<file path="src/rtl/l2_host_rsp_ctrl.sv">
// Purpose: tags stream read requests, issues them to the host, steers tagged host responses to URAM slots, retires in order.
// Latency: request -> host request 1 cycle; host response -> URAM write same cycle; host response -> completion >= 1 cycle.
// Backpressure: i_req_r drops when all tags are allocated or a pending host request is stalled; host responses are always accepted.
module l2_host_rsp_ctrl #(
    parameter int addr_width       = 64,
    parameter int cache_line       = 128,
    parameter int cache_line_width = $clog2(cache_line),
    parameter int l2_ncl           = 256,
    parameter int l2_ncl_width     = $clog2(l2_ncl),
    parameter int ntag             = 32,
    parameter int tag_width        = $clog2(ntag),
    parameter int cnt_width        = $clog2(ntag + 1)
) (
    input  logic                    clk,
    input  logic                    reset,
    input  logic                    i_req_v,
    output logic                    i_req_r,
    input  logic [addr_width-1:0]   i_req_ea,
    output logic                    o_hreq_v,
    input  logic                    o_hreq_r,
    output logic [addr_width-1:0]   o_hreq_ea,
    output logic [tag_width-1:0]    o_hreq_tag,
    input  logic                    i_hrsp_v,
    output logic                    i_hrsp_r,
    input  logic [tag_width-1:0]    i_hrsp_tag,
    output logic                    o_wr_v,
    output logic [l2_ncl_width-1:0] o_wr_ptr,
    output logic                    o_rsp_v,
    input  logic                    o_rsp_r,
    output logic [cnt_width-1:0]    o_cnt,
    output logic                    o_idle,
    output logic                    o_err
);

    localparam logic [cnt_width-1:0] full_cnt = cnt_width'(ntag);

    logic [tag_width-1:0]    head;
    logic [tag_width-1:0]    tail;
    logic [cnt_width-1:0]    cnt;
    logic [ntag-1:0]         inflight;
    logic [ntag-1:0]         done;
    logic [l2_ncl_width-1:0] slot [ntag];
    logic                    hreq_v;
    logic [addr_width-1:0]   hreq_ea;
    logic [tag_width-1:0]    hreq_tag;
    logic                    err;

    logic alloc;
    logic wr;
    logic retire;

    // Handshake decodes; fullness comes from the registered count so a same-cycle retire cannot reopen the input.
    always_comb begin
        i_req_r = (cnt != full_cnt) & (~hreq_v | o_hreq_r);
        alloc   = i_req_v & i_req_r;
        wr      = i_hrsp_v & inflight[i_hrsp_tag] & ~done[i_hrsp_tag];
        o_rsp_v = done[head] & inflight[head];
        retire  = o_rsp_v & o_rsp_r;
    end

    assign i_hrsp_r   = 1'b1;
    assign o_wr_v     = wr;
    assign o_wr_ptr   = slot[i_hrsp_tag];
    assign o_hreq_v   = hreq_v;
    assign o_hreq_ea  = hreq_ea;
    assign o_hreq_tag = hreq_tag;
    assign o_cnt      = cnt;
    assign o_idle     = (cnt == '0) & ~hreq_v;
    assign o_err      = err;

    // Host request register: load on allocate, hold while stalled, drop after handshake.
    always_ff @(posedge clk or posedge reset) begin
        if (reset) begin
            hreq_v   <= 1'b0;
            hreq_ea  <= '0;
            hreq_tag <= '0;
        end else if (alloc) begin
            hreq_v   <= 1'b1;
            hreq_ea  <= i_req_ea;
            hreq_tag <= tail;
        end else if (o_hreq_r) begin
            hreq_v   <= 1'b0;
        end
    end

    // Ring pointers and outstanding count; allocate and retire together leave the count unchanged.
    always_ff @(posedge clk or posedge reset) begin
        if (reset) begin
            head <= '0;
            tail <= '0;
            cnt  <= '0;
        end else begin
            if (alloc)  tail <= tail + 1'b1;
            if (retire) head <= head + 1'b1;
            case ({alloc, retire})
                2'b10:   cnt <= cnt + 1'b1;
                2'b01:   cnt <= cnt - 1'b1;
                default: cnt <= cnt;
            endcase
        end
    end

    // Per-tag status; retire, response and allocate always touch distinct tags in one cycle.
    always_ff @(posedge clk or posedge reset) begin
        if (reset) begin
            inflight <= '0;
            done     <= '0;
        end else begin
            if (retire) begin
                inflight[head] <= 1'b0;
                done[head]     <= 1'b0;
            end
            if (wr) done[i_hrsp_tag] <= 1'b1;
            if (alloc) begin
                inflight[tail] <= 1'b1;
                done[tail]     <= 1'b0;
            end
        end
    end

    // URAM line slot captured from the request EA at allocation time.
    always_ff @(posedge clk) begin
        if (alloc) slot[tail] <= i_req_ea[l2_ncl_width+cache_line_width-1:cache_line_width];
    end

    // Sticky error for responses whose tag is not in flight or already answered.
    always_ff @(posedge clk or posedge reset) begin
        if (reset)                err <= 1'b0;
        else if (i_hrsp_v & ~wr)  err <= 1'b1;
    end

endmodule
</file>
<file path="config.mk">
export PLATFORM = sky130hd
export DESIGN_NAME = l2_host_rsp_ctrl
export DESIGN_NICKNAME = d
export VERILOG_FILES = /design/src/rtl/l2_host_rsp_ctrl.sv
export SDC_FILE = /design/constraint.sdc
export NUM_CORES = 1
export LEC_CHECK = 0
export CAP_MARGIN = 20
export CORE_MARGIN = 10
export CORE_UTILIZATION = 60
export CTS_CLUSTER_DIAMETER = 150
export CTS_CLUSTER_SIZE = 28
export DETAILED_ROUTE_END_ITERATION = 7
export PLACE_DENSITY = 0.83
export SYNTH_ARGS = -nofsm -noshare
export SYNTH_HDL_FRONTEND = slang
export SYNTH_SLANG_ARGS = --single-unit
</file>
<file path="constraint.sdc">
create_clock -name clk -period 14.15 [get_ports clk]
set_clock_uncertainty 0.05 [all_clocks]
set_input_delay 2.1225 -clock clk [delete_from_list [all_inputs] [get_ports clk]]
set_output_delay 2.1225 -clock clk [all_outputs]
set_load 0.02 [all_outputs]
</file>
## Word-level counts from Yosys, hierarchy flattened

Memories as Yosys holds them, arrays and structs flattened.
Index checks and enable logic that the tools add are counted.

| word-level totals | value |
|---|---|
| register bits | 151 |
| RAM bits | 256 |
| word-level logic and storage cells | 72 |
| memories | 1 |

Memories:

| memory | depth | width | rd ports | clocked after Yosys merged registers in | write ports | RTL line | text |
|---|---|---|---|---|---|---|---|
| slot | 32 | 8 | 1 | 0 | 1 | 42 | `logic [l2_ncl_width-1:0] slot [ntag];` |

| operators by class | value |
|---|---|
| add/subtract/negate cells | 4 |
| $lt $le $gt $ge | 6 |
| equality and inequality tests | 3 |
| muxes and demuxes | 24 |
| bitwise gates (word level) | 19 |
| reduce and logical (&&, ||, !) cells | 6 |

Operators by type and width:

| cell | number |
|---|---|
| 32-bit 2-to-1 mux | 5 |
| 32-bit AND | 3 |
| 32-bit inverter | 2 |
| 32-bit bitwise OR | 2 |
| 1-bit binary-select mux with 5-bit select | 4 |
| 5-bit by 6-bit < comparator with 1-bit output, second input constant | 3 |
| 1-bit demux with 5-bit select | 3 |
| 5-bit by 1-bit greater-or-equal comparator with 1-bit output, second input constant | 3 |
| 6-bit one-hot mux with 2 select lines | 1 |
| 1-bit 2-to-1 mux | 11 |
| 5-bit by 1-bit adder with 5-bit output, second input constant | 2 |
| 1-bit AND | 8 |
| 6-bit by 1-bit adder with 6-bit output, second input constant | 1 |
| 6-bit zero test | 1 |
| 6-bit != test, second input constant | 1 |
| 6-bit by 1-bit subtractor with 6-bit output, second input constant | 1 |
| 2-bit nonzero test | 2 |
| 1-bit logical AND | 3 |
| 1-bit inverter | 3 |
| 2-bit by 1-bit equality test with 1-bit output, second input constant | 1 |
| 2-bit equality test, second input constant | 1 |
| 1-bit bitwise OR | 1 |

## Logic depth before layout (Yosys ltp)

| logic depth | value |
|---|---|
| word-level depth | 11 |
| gate-level depth with buffers | 18 |
| mapped depth without buffers | 14 |

## Least setup slack after synthesis

Ideal clock, no wire load.

| path | value |
|---|---|
| kind | input -> output |
| start point | input i_hrsp_tag[1] |
| end point | output o_wr_ptr[7] |
| arrival time | 4057 ps |
| required time | 11977 ps |
| slack | 7920 ps |
| stages on the path | 8 |
| path buffers | 5 |
| cells stage by stage | buf_6 > buf_2 > buf_2 > buf_2 > buf_1 > mux4_2 > a22oi_1 > o2111ai_1 |

| on the way | value |
|---|---|
| word-level cells in the longest chain between the ends | 1 |

Ends and longest elaborated chain:

| what | RTL line | text |
|---|---|---|
| start, declared | 25 | `input logic [tag_width-1:0] i_hrsp_tag,` |
| memory 32 x 8 bit | -- |  |
| end, declared | 27 | `output logic [l2_ncl_width-1:0] o_wr_ptr,` |

No other way between the ends.

## Final worst setup path

| path | value |
|---|---|
| start point | input i_hrsp_tag[0] |
| end point | output o_wr_v |

| on the way | value |
|---|---|
| word-level cells in the longest chain between the ends | 4 |
| elaborated cells on any way between the ends | 7 |
| those cells by class | mux: 4; bitwise: 3 |

Ends and longest elaborated chain:

| what | RTL line | text |
|---|---|---|
| 1-bit binary-select mux with 5-bit select | 56 | `wr = i_hrsp_v & inflight[i_hrsp_tag] & ~done[i_hrsp_tag];` |
| 1-bit 2-to-1 mux (implied by the code) | 56 |  |
| 1-bit AND or 1-bit inverter (tied branches) | 56 |  |
| 1-bit AND * | 56 |  |
| end, declared | 26 | `output logic o_wr_v,` |

Every way passes the cells marked *; elsewhere a longest branch is shown, timed or not. The select of a mux whose other input is x is not followed.

==> impl_results.md <==
- Status: complete, no violations
- Peak VDD IR: 0.0000990 V
- Post-placement cell count: approximately 1600
- Pin count of the biggest net entering global routing: 98
- Crit path max-delay family: buffers and inverters
- Sequential area share after synthesis: 65.1%
- CTS Hold Bufs: 0
- Die width: 191 um
- Mapped Cells: 1088
- Setup ws final: 6.45 ns
- Final core occ: 70.3%
- Rows: 62
- Worst-path cell with the longest stage delay: buf_4
- Drt total wl: 46700 um
- Vias in the first global route: 11065
- # port buffers: about 160
- Finished Layout Cells: roughly 1600
- IO Pins: 165
- RSZ-0062 raised after global routing: false
- CTS resizes: 0
- Die height: around 190 um
- Final slew viol count: 0
- Synthesized flop and latch total: 407
- Hold slack final: 0.431 ns
- Pleak: between 7 and 8 nW
- Sink Count: 407
- Num CTS Buffers: 18
- Crit Path Category: input pin to output port
- Crit path required time: around 12 ns
- Max clock buf depth: 3
- CP most frequent cell: buf_4
- Min Tclk post-route: 7.70 ns
- Actual slew at the worst max-slew pin: ~1.1 ns
- HPWL Detailed: approximately 32000 um
- Gp weighted congestion: 1.03
- Crit-path max cell delay: 0.85 ns
- Fin crit share: 54.4%
- Worst setup EP type: output port
- Drt wl/cell: 28.5 um
- First-pass GRT wire length: 69600 um
- R2r worst-path depth: 14
- Relative slew slack: 27.0%
- Grt ovf: 0
- Clock root buffer: clkbuf_16
- Initial antenna violation count: 0
- Die area: 36600 sq um
- Post-synthesis cell type count: 70
- Worst Hold Path Cells: 1
- Post-synth ARST share: 37.1%
- Avg Inst Size Synth: 16.2 sq um
- Syn-to-layout area delta: 15.2%
- DP Worst Slack: 6.40 ns
- Drt pass-1 iters: 5
- Maxcap violations: 0
- N_diodes: 0
- Syn Nets: around 1200
- Area contributors post-synth: edfxtp_1 44%, dfrtp_1 21%, mux4_2 10%, mux2_2 4.5%, nor2_1 1.5%
- Top-area cell type share of the netlist area: a little over two fifths
- CP arrival: 5.53 ns
- ANT nets after route: 0
- Worst-path cell chain: buf_4 > buf_4 > mux4_1 > a21oi_1 > and4_4 > nor2b_1 > clkdlybuf4s50_1
- CORE AREA: around 29000 sq um
- Clock-pin slew on the worst setup and hold paths: ~0.12 ns
- Vias/cell: 6.70
- Initial Util: 61.1%
- EDFF count, synth: 256
- HP Class: flip-flop to flip-flop
- Routed vias: about 11000
- Share of layout cells above drive strength 1: 18.7%
- Most frequent cells in the layout: 256 x edfxtp_1, 161 x clkdlybuf4s50_1, 151 x dfrtp_1, 80 x mux4_2
- Post-CTS Setup Inserts: 0
- Final hold vios: 0
- Power per cell area: 145 nW/um^2
- Critical Path Fanout Max: 52
- Commonest non-fill, non-tap cell in the layout: edfxtp_1
- CTS tree: built
- Buf+Inv Stages, Crit Path: 3
- Clock Latency Late Sink: 0.54 ns
- Max H-tree Level: 1
- Final setup violation count: 0
- Stages on worst setup path: 7
- Yosys warns: 0
- # fillers: 1872
- Top FF cell, synth: edfxtp_1
- Nets@finish: 1330
- Syn Std Cell Area: approximately 18000 sq um
- Max Freq: 130 MHz
- Total Routing Usage GR: between 20% and 30%
- Drt drc: 0
- Synth area leader: edfxtp_1
- Startpoint Class: input pin
- Iteration-0 DRC Markers: 1461
- Total negative setup slack: 0 ns
[flip-flops by register name, indices dropped and copies added (netlist names)]
signal,cells
done,32
head,5
inflight,32
o_cnt,6
o_err,1
o_hreq_ea,64
o_hreq_tag,5
o_hreq_v,1
slot,256
tail,5
[power breakdown]
part | leakage [nW] | switching, mW | internal [mW]
Clock | 0.255 | 0.358 | 0.257
Combinational | 3.05 | 0.413 | 0.347
Sequential | 4.16 | 0.146 | 1.42
Total | 7.47 | 0.917 | 2.02
[through the flow]
stage / power [mW] / area (sq um)
4_1_cts: 2.92 / 20100
2_1_floorplan: 2.02 / 17600
6_report: 2.94 / 20300
3_3_place_gp: 2.29 / 19600
3_5_place_dp: 2.32 / 19600
5_1_grt: 3.05 / 20300
[final timing paths]
check,from,endpoint,slack (ns)
hold / removal,head[4]$_DFFE_PP0N_,head[4]$_DFFE_PP0N_,0.43
setup / recovery,i_hrsp_tag[0],o_wr_v,6.45
setup reg to reg,head[0]$_DFFE_PP0N_,o_cnt[5]$_DFFE_PP0P_,9.01
min in group asynchronous,reset,o_hreq_ea[44]$_DFFE_PP0N_,2.08
max in group asynchronous,reset,inflight[8]$_DFF_PP0_,10.58
hold reg to reg,head[4]$_DFFE_PP0N_,head[4]$_DFFE_PP0N_,0.43
[cell families (layout without fill, tap and decap cells)]
family	Yosys count	after routing	synth area share, %
other	1	1	0.0213
XOR/XNOR	15	15	0.745
AO/OA/AOI/OAI	141	141	6.22
AND/OR/NAND/NOR	234	234	7.31
buffers and inverters	103	271	2.84
multiplexers	176	176	17.0
adder cells (fa/ha/maj)	11	11	0.781
flip-flops	407	407	65.1
[routing by layer]
metal	global-route usage [%]	share of wire (%)	vias up
met2	41.0	49	718
li1	-	-	4560
met3	6.20	11	120
met4	7.30	3.7	0
met5	0	0	-
met1	33.0	36	5585
[worst register-to-register path: cells and delay by family (launching register included)]
family / cells / cell delay (ns)
fa+ha+maj: 1 / 0.32
flops: 1 / 0.75
compound gates: 4 / 1.16
mux: 1 / 0.52
buf+inv: 2 / 0.42
simple gates: 6 / 1.78
[area by class of cell]
| type | instances | area, sq um | area share [%] |
|---|---|---|---|
| flip-flops and latches | 407 | 11500 | 56.5 |
| well taps | 384 | 480 | 2.37 |
| clock inverters | 1 | 16.3 | 0.0801 |
| inverters | 42 | 163 | 0.801 |
| clock buffers | 31 | 520 | 2.56 |
| multi-input cells | 578 | 5670 | 27.9 |
| repair buffers | 197 | 1990 | 9.79 |
[Yosys cell counts (all sizes together) (2+ instances only)]
cell type,n
nor2b,8
edfxtp,256
mux4,89
buf,39
o211ai,2
xor2,4
o21ai,6
o41ai,6
a32o,25
a22oi,33
a21oi,19
nor4,2
or3b,3
a2111oi,3
or3,2
o211a,2
nand2,43
nand2b,4
nor2,72
nand4,29
nor3,10
or2,4
nand3,14
xnor2,11
and2,7
and3b,2
o31ai,5
mux2,72
clkbuf,22
and3,3
o22ai,3
nand3b,6
inv,42
dfrtp,151
ha,11
nor3b,10
a311oi,2
mux2i,15
a21o,24
or4,8
nor4bb,2
and4,2
a31oi,3
a22o,3
nor4b,2
No activity file was read; power rests on OpenSTA's default activity.
